### src/rtl/mc_ctrl_pkg.sv
// Shared encodings for the multi-cycle controller: FSM states, opcodes, ALUOp codes, opcode classes.
// S_JMP only exists when MULTI_CYCLE_CTRL_JUMP_EN is defined.
package mc_ctrl_pkg;

  localparam logic [3:0] S_IF       = 4'd0;
  localparam logic [3:0] S_ID       = 4'd1;
  localparam logic [3:0] S_MEM_ADDR = 4'd2;
  localparam logic [3:0] S_MEM_RD   = 4'd3;
  localparam logic [3:0] S_WB_LW    = 4'd4;
  localparam logic [3:0] S_MEM_WR   = 4'd5;
  localparam logic [3:0] S_EX_R     = 4'd6;
  localparam logic [3:0] S_WB_R     = 4'd7;
  localparam logic [3:0] S_EX_I     = 4'd8;
  localparam logic [3:0] S_WB_I     = 4'd9;
  localparam logic [3:0] S_BR       = 4'd10;
`ifdef MULTI_CYCLE_CTRL_JUMP_EN
  localparam logic [3:0] S_JMP      = 4'd11;
`endif

  localparam logic [5:0] OP_RTYPE = 6'h00;
  localparam logic [5:0] OP_J     = 6'h02;
  localparam logic [5:0] OP_BEQ   = 6'h04;
  localparam logic [5:0] OP_ADDI  = 6'h08;
  localparam logic [5:0] OP_SLTI  = 6'h0A;
  localparam logic [5:0] OP_LW    = 6'h23;
  localparam logic [5:0] OP_SW    = 6'h2B;

  localparam logic [7:0] ALUOP_ADD   = 8'h23;
  localparam logic [7:0] ALUOP_RTYPE = 8'h00;
  localparam logic [7:0] ALUOP_BEQ   = 8'h04;

  typedef enum logic [2:0] {
    CLS_R,
    CLS_MEM,
    CLS_IMM,
    CLS_BR,
    CLS_JMP,
    CLS_ILL
  } op_class_e;

  typedef struct packed {
    logic       mem_read;
    logic       mem_write;
    logic       i_or_d;
    logic       ir_write;
    logic       pc_write;
    logic       pc_write_cond;
    logic       reg_write;
    logic       reg_dst;
    logic       mem_to_reg;
    logic       alu_src_a;
    logic [1:0] alu_src_b;
    logic [1:0] pc_source;
    logic [7:0] alu_op;
  } ctrl_t;

endpackage

### src/rtl/mc_op_decode.sv
// Combinational opcode classifier, zero latency, no flow control.
// Opcode 02 classifies as a jump only under MULTI_CYCLE_CTRL_JUMP_EN; otherwise it is illegal.
module mc_op_decode
  import mc_ctrl_pkg::*;
(
  input  logic [5:0] op_i,
  output op_class_e  op_class_o
);

  always_comb begin
    case (op_i)
      OP_RTYPE:        op_class_o = CLS_R;
      OP_LW, OP_SW:    op_class_o = CLS_MEM;
      OP_ADDI, OP_SLTI: op_class_o = CLS_IMM;
      OP_BEQ:          op_class_o = CLS_BR;
`ifdef MULTI_CYCLE_CTRL_JUMP_EN
      OP_J:            op_class_o = CLS_JMP;
`endif
      default:         op_class_o = CLS_ILL;
    endcase
  end

endmodule

### src/rtl/multi_cycle_ctrl.sv
// Multi-cycle MIPS-style control FSM; 3-5 cycles per instruction, stalls in IF/MEM_RD/MEM_WR until mem_ready_i.
// Optional jump state enabled by MULTI_CYCLE_CTRL_JUMP_EN.
module multi_cycle_ctrl
  import mc_ctrl_pkg::*;
(
  input  logic       clk_i,
  input  logic       rst_i,
  input  logic [5:0] op_i,
  input  logic       mem_ready_i,
  output logic       mem_read_o,
  output logic       mem_write_o,
  output logic       i_or_d_o,
  output logic       ir_write_o,
  output logic       pc_write_o,
  output logic       pc_write_cond_o,
  output logic       reg_write_o,
  output logic       reg_dst_o,
  output logic       mem_to_reg_o,
  output logic       alu_src_a_o,
  output logic [1:0] alu_src_b_o,
  output logic [1:0] pc_source_o,
  output logic [7:0] ALUOp_o,
  output logic [3:0] state_o,
  output logic       illegal_o
);

  logic [3:0] state_q, state_d;
  op_class_e  op_class;
  ctrl_t      ctrl;
  logic       illegal;

  mc_op_decode u_op_decode (
    .op_i       (op_i),
    .op_class_o (op_class)
  );

  always_ff @(posedge clk_i or negedge rst_i) begin
    if (!rst_i) state_q <= S_IF;
    else        state_q <= state_d;
  end

  always_comb begin
    state_d = S_IF;
    case (state_q)
      S_IF:       state_d = mem_ready_i ? S_ID : S_IF;
      S_ID: begin
        case (op_class)
          CLS_R:   state_d = S_EX_R;
          CLS_MEM: state_d = S_MEM_ADDR;
          CLS_IMM: state_d = S_EX_I;
          CLS_BR:  state_d = S_BR;
`ifdef MULTI_CYCLE_CTRL_JUMP_EN
          CLS_JMP: state_d = S_JMP;
`endif
          default: state_d = S_IF;
        endcase
      end
      S_MEM_ADDR: state_d = (op_i == OP_LW) ? S_MEM_RD : S_MEM_WR;
      S_MEM_RD:   state_d = mem_ready_i ? S_WB_LW : S_MEM_RD;
      S_MEM_WR:   state_d = mem_ready_i ? S_IF : S_MEM_WR;
      S_EX_R:     state_d = S_WB_R;
      S_EX_I:     state_d = S_WB_I;
      // Write-back, branch, jump and any corrupted encoding all return to fetch.
      default:    state_d = S_IF;
    endcase
  end

  always_comb begin
    ctrl        = '0;
    ctrl.alu_op = ALUOP_ADD;
    illegal     = 1'b0;
    case (state_q)
      S_IF: begin
        // While reset is held only the fetch mux defaults are visible.
        ctrl.mem_read  = rst_i;
        ctrl.alu_src_b = 2'b01;
        ctrl.ir_write  = mem_ready_i & rst_i;
        ctrl.pc_write  = mem_ready_i & rst_i;
      end
      S_ID: begin
        ctrl.alu_src_b = 2'b11;
        illegal        = (op_class == CLS_ILL);
      end
      S_MEM_ADDR: ctrl.alu_src_b = 2'b10;
      S_MEM_RD: begin
        ctrl.mem_read = 1'b1;
        ctrl.i_or_d   = 1'b1;
      end
      S_WB_LW: begin
        ctrl.reg_write  = 1'b1;
        ctrl.mem_to_reg = 1'b1;
      end
      S_MEM_WR: begin
        ctrl.mem_write = 1'b1;
        ctrl.i_or_d    = 1'b1;
      end
      S_EX_R: begin
        ctrl.alu_op    = ALUOP_RTYPE;
        ctrl.alu_src_a = 1'b1;
      end
      S_WB_R: begin
        ctrl.reg_write = 1'b1;
        ctrl.reg_dst   = 1'b1;
      end
      S_EX_I: begin
        ctrl.alu_op    = {2'b00, op_i};
        ctrl.alu_src_b = 2'b10;
      end
      S_WB_I: ctrl.reg_write = 1'b1;
      S_BR: begin
        ctrl.alu_op        = ALUOP_BEQ;
        ctrl.alu_src_a     = 1'b1;
        ctrl.pc_write_cond = 1'b1;
        ctrl.pc_source     = 2'b01;
      end
`ifdef MULTI_CYCLE_CTRL_JUMP_EN
      S_JMP: begin
        ctrl.pc_write  = 1'b1;
        ctrl.pc_source = 2'b10;
      end
`endif
      default: ;
    endcase
  end

  assign mem_read_o      = ctrl.mem_read;
  assign mem_write_o     = ctrl.mem_write;
  assign i_or_d_o        = ctrl.i_or_d;
  assign ir_write_o      = ctrl.ir_write;
  assign pc_write_o      = ctrl.pc_write;
  assign pc_write_cond_o = ctrl.pc_write_cond;
  assign reg_write_o     = ctrl.reg_write;
  assign reg_dst_o       = ctrl.reg_dst;
  assign mem_to_reg_o    = ctrl.mem_to_reg;
  assign alu_src_a_o     = ctrl.alu_src_a;
  assign alu_src_b_o     = ctrl.alu_src_b;
  assign pc_source_o     = ctrl.pc_source;
  assign ALUOp_o         = ctrl.alu_op;
  assign state_o         = state_q;
  assign illegal_o       = illegal;

endmodule

### config.mk
export PLATFORM = sky130hd
export DESIGN_NAME = multi_cycle_ctrl
export DESIGN_NICKNAME = d
export VERILOG_FILES = /design/src/rtl/mc_ctrl_pkg.sv /design/src/rtl/mc_op_decode.sv /design/src/rtl/multi_cycle_ctrl.sv
export SDC_FILE = /design/constraint.sdc
export NUM_CORES = 1
export LEC_CHECK = 0
export ABC_AREA = 0
export BUFFER_PORTS_ARGS = -buffer_cell sky130_fd_sc_hd__buf_2
export CORE_MARGIN = 4
export CORE_UTILIZATION = 41
export DETAILED_ROUTE_END_ITERATION = 7
export PLACE_DENSITY = 0.74
export SETUP_SLACK_MARGIN = 0.02
export SYNTH_ARGS = -nofsm -noshare
export SYNTH_HDL_FRONTEND = slang
export SYNTH_SLANG_ARGS = --single-unit
### constraint.sdc
create_clock -name clk_i -period 2 [get_ports clk_i]
set_clock_uncertainty 0.05 [all_clocks]
set_input_delay 0.6 -clock clk_i [delete_from_list [all_inputs] [get_ports clk_i]]
set_output_delay 0.6 -clock clk_i [all_outputs]
set_load 0.005 [all_outputs]
* Yosys cells after proc, flatten, opt, wreduce, memory -nomap -nowiden
Cells that the tools add are included.
** Storage, ports and cells
- Register bits :: 4
- Latch bits :: 0
- Bits in writable memories :: 0
- Bits in read-only memories :: 0
- Input port bits :: 9
- Output and inout port bits :: 27
- Logic and storage cells :: 50
- Memories :: 0
** Operators by class
- $add $sub $neg :: 0
- Multiply operators :: 0
- Div/mod/pow operators :: 0
- Order comparisons :: 0
- Equality and inequality tests :: 19
- Shift operators :: 0
- Mux-type cells :: 20
- Bitwise operators :: 1
- Reduce and logical (&&, ||, !) cells :: 9
** Operator list (number)
- $pmux 4 s7 :: 1
- $pmux 6 s3 :: 1
- $eq 4x3->1 const B :: 4
- $pmux 4 s4 :: 1
- $eq 4x4->1 const B :: 3
- $eq 6x4->1 const B :: 2
- $eq 6x6->1 const B :: 2
- $pmux 3 s4 :: 1
- $mux 1 :: 10
- $reduce_or 2->1 :: 5
- $mux 3 :: 3
- $eq 4x2->1 const B :: 2
- $eq 3x2->1 const B :: 2
- $eq 6x3->1 const B :: 1
- $logic_not 6->1 :: 1
- $pmux 2 s3 :: 1
- $eq 4x1->1 const B :: 1
- $logic_not 4->1 :: 1
- $eq 3x1->1 const B :: 1
- $eq 3x3->1 const B :: 1
- $logic_not 3->1 :: 1
- $reduce_or 3->1 :: 1
- $mux 2 :: 1
- $pmux 1 s2 :: 1
- $and 1x1->1 :: 1

* Longest topological paths before layout
Gate-level depths: netlist of the first run.
- Word-level depth :: 6
- Mapped depth :: 5
- Depth with buffers taken out :: 4

* By module
Synthesis of the first run repeated with hierarchy kept, for this count alone.
** Second synthesis, totals
- Cells, all modules :: 89
- Area total of the unflattened synthesis :: 638.1 sq um
** Modules (own cells, without submodules)
- multi_cycle_ctrl :: times used 1, cells each 80, area an instance 564.3 sq um, sequential area each 100.1 sq um
- mc_op_decode :: times used 1, cells each 9, area an instance 73.8 sq um, sequential area each 0.0 sq um

* Worst setup path after synthesis of the first run
OpenSTA, ideal clock, no wires.
- Kind :: input-to-output
- Start point :: input op_i[1]
- End point :: output illegal_o
- Arrival :: 1.299 ns
- Data required time :: 1.350 ns
- Slack :: 0.051 ns
- Stages on the path :: 4
- Buffers on the path :: 0
- Path through :: nor2_1 mux2i_1 or4_1 nor3b_1
** On the way
- Word-level cells in the longest chain between the ends :: 5
- Elaborated cells between the ends (all ways) :: 11
- Those cells by class :: eq/ne (6); mux (2); reduce/logical (3)
** Ends and longest elaborated chain
- from (decl) :: line multi_cycle_ctrl.sv:8 : input logic [5:0] op_i,
- $eq 6x4->1 or $eq 6x6->1 (tied branches) :: line mc_op_decode.sv:11 : case (op_i)
- $reduce_or 2->1 :: line mc_op_decode.sv:11
- $pmux 3 s4 (*) :: line mc_op_decode.sv:11
- $eq 3x3->1 (*) :: line multi_cycle_ctrl.sv:82 : illegal = (op_class == CLS_ILL);
- $mux 1 (*) :: line multi_cycle_ctrl.sv:72 : case (state_q)
- to (decl) :: line multi_cycle_ctrl.sv:24 : output logic illegal_o
Mark *: on every way between the ends. The rest lies on a longest branch, timed or not.

* Worst setup path after layout of the first run
- Start point :: input op_i[3]
- End point :: output illegal_o
The elaborated chain is that of the path after synthesis.

==> impl_results.md, run 1 <==
* Status: finished, violations left
* Failing checks: negative setup slack
* Vias in the first global route at between 600 and 700
* Gr ovfl total at 0
* Vias per cell at 5.37
* Yosys Warn Count at 0
* Global Route Usage Sum at 17.7%
* R2R setup slack at between 0.4 and 0.5 ns
* DIE AREA at ~0.0021 mm²
* Row count at 13
* H-tree depth at 1
* Ant diodes at 0
* Post-detailed-routing wire length at 1.97 mm
* EDFF count, synth at 0
* Setup crit start kind: input pin
* Top cells by count, synth: 14 x nor2_1, 9 x o21ai_0, 7 x nand2_1
* Slowest stage delay, CP at approximately 0.41 ns
* CTS sink count at 4
* Clock Path Buffers at 2
* Crit end category: primary output
* Die Y at around 46 µm
* Via count at a little over 800
* Synth top area cells: dfrtp_1 17%, nor2_1 8.9%, o21ai_0 7.6%
* Area taken by multi-input logic gates at 483 µm²
* Routed WL per cell at around 13 µm
* Register area share after synthesis at around 17%
* Final instance area at between 0.001 and 0.0015 mm²
* DR pass1 iterations at 4
* Filler instances at 94
* CP arrival at about 1.6 ns
* CTS root buf: clkbuf_4
* Pleak at 0.527 nW
* DRC at 0
* Synth Instances at 88
* Final setup vio count at 5
* Worst Path Required at between 1 and 1.5 ns
* Antenna violations before repair at 0
* Synth cell types at 32
* Max-cap violations at 0
* Largest register FFs at 4
* CP Cell Sequence: buf_2, nor2_2, mux2i_1, or4_4, nor3b_1, buf_2
* Initial cell density of the core at 44.2%
* PD cells at approximately 600 mW/mm²
* RSZ-0062 raised after global routing: true
* Final setup margin at -0.224 ns
* TritonCTS clock tree: done
* Final slew viol count at 0
* Prevailing post-synth register cell: dfrtp_1
* DP Wirelength at 1.31 mm
* Num CTS Buffers at 3
* Hold-fix buffers, CTS at 0
* Slowest-stage cell, CP: or4_4
* Reg clk slew, reported paths at about 0.040 ns
* Leading area contributor after synthesis: dfrtp_1
* HP Class: input pin to asynchronous set/reset pin
* Mean Syn Cell Area at between 6 and 7 µm²
* Number of port buffers at 32
* Sequential Area at approximately 100 µm²
* VDD IR max at between 0.0007 and 0.0008 V
* Largest net degree at the start of global routing at 17
* CP Class: input pin to primary output
* Synthesis-to-layout area growth at 75.4%
* Tmin final at about 2.2 ns
* Post-synthesis register bit count at 4
* Cell Area, Synth at 589 µm²
* Nets at roughly 150
* Antenna Nets Post-Route at 0
* Final worst path period share at 111%
* Core region area at approximately 0.0013 mm²
* First-pass GRT wire length at approximately 2.8 mm
* Initial DRC Count at 7
* Layout cell share with drive strength beyond 1 at 58.4%
* Endpoints failing hold at 0
* Clock Latency Late Sink at 0.24 ns
* Tot Pwr at a little over 0.6 mW
* Max Freq at about 450 MHz
* Most used cell, CP: buf_2
* Routability cong. at ~0.8
* Cell with the most instances after synthesis: nor2_1
* Async SR Flop Fraction at 100%
* Top cell type's share of synthesized area at between 10% and 20%
* I/O Pins at 36
* CP max FO at 4
* Die width at ~46 µm
* Dpl cell area at just under 800 µm²
-- critical path, delay by kind of cell --
kind	cells	cell delay [ns]
buffers and inverters	2	0.25
muxes	1	0.07
and+or+nand+nor	3	0.65
-- final timing paths --
path | startpoint | endpoint | cells after the start
max in group asynchronous | rst_i | state_o[1] | 1
min in group clk_i | op_i[4] | state_o[3] | 3
worst min register to register | state_o[3] | state_o[0] | 2
worst max-delay path | op_i[3] | illegal_o | 6
worst max register to register | state_o[2] | state_o[1] | 6
worst min-delay path | rst_i | state_o[2] | 1
-- cell usage in the layout (no fill, tap or decap), types with 3 or more instances in the layout --
| cell | count |
|---|---|
| a21o_1 | 3 |
| conb_1 | 3 |
| and3_1 | 3 |
| buf_4 | 14 |
| nor2_2 | 3 |
| nor2_4 | 3 |
| buf_8 | 3 |
| clkbuf_4 | 3 |
| nor2_1 | 8 |
| o21ai_0 | 8 |
| buf_6 | 4 |
| nand2_1 | 4 |
| inv_1 | 3 |
| buf_2 | 32 |
-- layout make-up --
| cell class | count | share of cell area, % |
|---|---|---|
| Clock buffer | 3 | 2.18 |
| Inverter | 5 | 2.54 |
| Multi-Input combinational cell | 71 | 46.7 |
| Sequential cell | 4 | 9.93 |
| Timing Repair Buffer | 54 | 36.8 |
| Tap cell | 15 | 1.82 |
-- report_power, final --
part | total (mW) | leakage (nW) | switching (mW) | internal (mW)
logic | 0.401 | 0.462 | 0.189 | 0.211
clock network | 0.102 | 0.0138 | 0.0349 | 0.0672
registers | 0.113 | 0.0512 | 0.0191 | 0.0938
-- cells by family after synthesis --
kind of cell | count (synthesis) | synth area share, %
multiplexers | 1 | 1.70
AO/OA/AOI/OAI | 22 | 24.4
XOR/XNOR | 2 | 2.97
other | 1 | 0.636
AND/OR/NAND/NOR | 43 | 38.6
buffers and inverters | 15 | 14.6
flip-flops | 4 | 17.0
-- per-stage QoR --
stage / util (%) / hold WS, ns / setup slack [ns] / cells / TNS (ns)
after floorplan: - / 0.254 / 0.0506 / 90 / 0
after global placement: 58.7 / 0.368 / -0.212 / 137 / -0.212
after detailed placement: 58.7 / 0.371 / -0.255 / 137 / -0.255
after CTS: 64.9 / 0.121 / -0.255 / 143 / -0.264
after global routing: 77.5 / 0.127 / -0.281 / 152 / -0.680
final: 77.5 / 0.123 / -0.224 / 152 / -0.358
-- what timing repair did --
action | 4_1_cts | 5_1_grt
endpoints found under the hold margin | 0 | 0
cloned | 0 | 1
pin swaps | 4 | 10
resized for setup | 13 | 26
buffers inserted | 3 | 10
endpoints found under the setup margin | 14 | 17
-- layer usage --
metal	vias to the layer above	GRT usage [%]	wire length, µm
li1	406	-	-
met1	370	21.7	801
met2	38	31.0	988
met3	2	5.14	163
met4	0	1.70	18
met5	-	0	0
(Power assumes the default switching activity.)
==> inputs of run 2 (changes only) <==
clock period = 2.5 ns   (was 2 ns; I/O delays follow)
==> impl_results.md, run 2 (synthesis results as in run 1) <==
* Status: finished, violations left
* Failing checks: negative setup slack
* Pint at 0.218 mW
* Max Freq at between 300 and 400 MHz
* Finished Layout Cells at approximately 140
* H-tree depth at 1
* DRC at 0
* Num CTS Buffers at 3
* Layout cell share with drive strength beyond 1 at around 40%
* Final setup margin at -0.0413 ns
* Number of port buffers at 32
* Clk pwr share at 21.2%
* Final slew viol count at 0
* Final instance area at approximately 780 µm²
* DP Worst Slack at -0.0433 ns
* Antenna violations before repair at 0
* Initial cell density of the core at around 44%
* Core region area at approximately 0.0013 mm²
* Clock Latency Late Sink at between 0.2 and 0.25 ns
* Initial DRC Count at 8
* Vias per cell at approximately 5.2
* First-pass GRT wire length at between 2 and 2.5 mm
* Worst-Margin Slew at between 0.5 and 0.6 ns
* DP Wirelength at 1.24 mm
* Max-cap violations at 0
* Endpoints failing hold at 0
* I/O Pins at 36
* Commonest cells after routing, fill and taps aside: 32 x buf_2, 12 x nor2_1, 9 x o21ai_0
* RSZ-0062 raised after global routing: true
* Post-CTS Setup Bufs at 0
* VDD IR max at approximately 0.00038 V
* CP max FO at 5
* DR pass1 iterations at 4
* Setup crit start kind: input pin
* Die width at ~46 µm
* Commonest non-fill, non-tap cell in the layout: buf_2
* CTS root buf: clkbuf_4
* Ant diodes at 0
* Sequential share of power at between 20% and 30%
* Global Route Usage Sum at approximately 16%
* Hold-fix buffers, CTS at 0
* Die Y at ~46 µm
* TritonCTS clock tree: done
* Final worst path period share at 102%
* Dpl cell area at about 750 µm²
* CP Class: input pin to primary output
* Comb power frac at 50.2%
* Post-detailed-routing wire length at between 1.5 and 2 mm
* R2R setup slack at 0.97 ns
* Largest register FFs at 4
* Tot Pwr at 0.369 mW
* Final setup vio count at 1
* Pleak at around 0.41 nW
* CP arrival at 1.74 ns
* Reg clk slew, reported paths at ~0.04 ns
* Via count at roughly 710
* PD cells at around 470 mW/mm²
* Synthesis-to-layout area growth at 32.3%
* Tmin final at around 2.5 ns
* DIE AREA at between 0.002 and 0.0025 mm²
* CTS sink count at 4
* Antenna Nets Post-Route at 0
* Clock Path Buffers at 2
* Worst rel slew slack at roughly 65%
* Worst Path Required at about 1.7 ns
* Routed WL per cell at between 10 and 15 µm
* Largest net degree at the start of global routing at 17
* Row count at 13
* Sw Share at between 40% and 50%
* Cell Count Post-Placement at ~130
* Gr ovfl total at 0
* Crit end category: primary output
* Vias in the first global route at 616
* Net Sw Power at around 0.15 mW
* Routability cong. at roughly 0.8
* Nets at roughly 130
* HP Class: input pin to asynchronous set/reset pin
==> run 2: final cells by class <==
| type | instances | area [µm²] |
|---|---|---|
| Fill cell | 137 | 554 |
| Multi-Input combinational cell | 71 | 422 |
| Timing Repair Buffer | 37 | 198 |
| Sequential cell | 4 | 100 |
| Clock buffer | 3 | 22.5 |
| Inverter | 5 | 18.8 |
| Tap cell | 15 | 18.8 |
==> run 2: path summary, 6_finish.rpt <==
path                             from          to  depth (start not counted)
min in group clk_i         state_o[3]  state_o[0]                          1
hold reg to reg            state_o[3]  state_o[0]                          1
max in group asynchronous       rst_i  state_o[1]                          1
hold / removal                  rst_i  state_o[0]                          1
setup reg to reg           state_o[0]  state_o[2]                          4
setup / recovery              op_i[1]   illegal_o                          6
==> run 2: metal layers <==
layer	GRT usage (%)	vias to the layer above	share of wire (%)
met1	19.4	320	41
met2	26.4	27	51
li1	-	361	-
met5	0	-	0
met4	6.82	0	0
met3	3.95	0	7.9
==> run 2: power by group through the flow <==
stage | registers [mW] | logic (mW) | clock network [mW]
after floorplan | 0.0866 | 0.137 | 0
after global placement | 0.104 | 0.180 | 0
after detailed placement | 0.106 | 0.184 | 0
after CTS | 0.105 | 0.185 | 0.0805
after global routing | 0.108 | 0.208 | 0.0875
final | 0.105 | 0.185 | 0.0784
==> run 2: repair_timing <==
action,4_1_cts,5_1_grt
setup endpoints to repair,1,4
gates cloned,0,0
gates resized for setup,0,3
==> run 2: critical path, cell delays in order <==
cell,delay [ns]
buf_2,0.14
nor2_2,0.10
mux2i_1,0.06
or4_1,0.41
nor3b_1,0.15
buf_2,0.12
==> run 2: metrics by stage <==
step           utilization [%]  hold slack [ns]  setup TNS [ns]
2_1_floorplan                -            0.404               0
3_3_place_gp              55.9            0.519         -0.0115
3_5_place_dp              55.9            0.521         -0.0433
4_1_cts                   57.6            0.275         -0.0447
5_1_grt                   58.4            0.277         -0.0933
6_report                  58.4            0.277         -0.0413
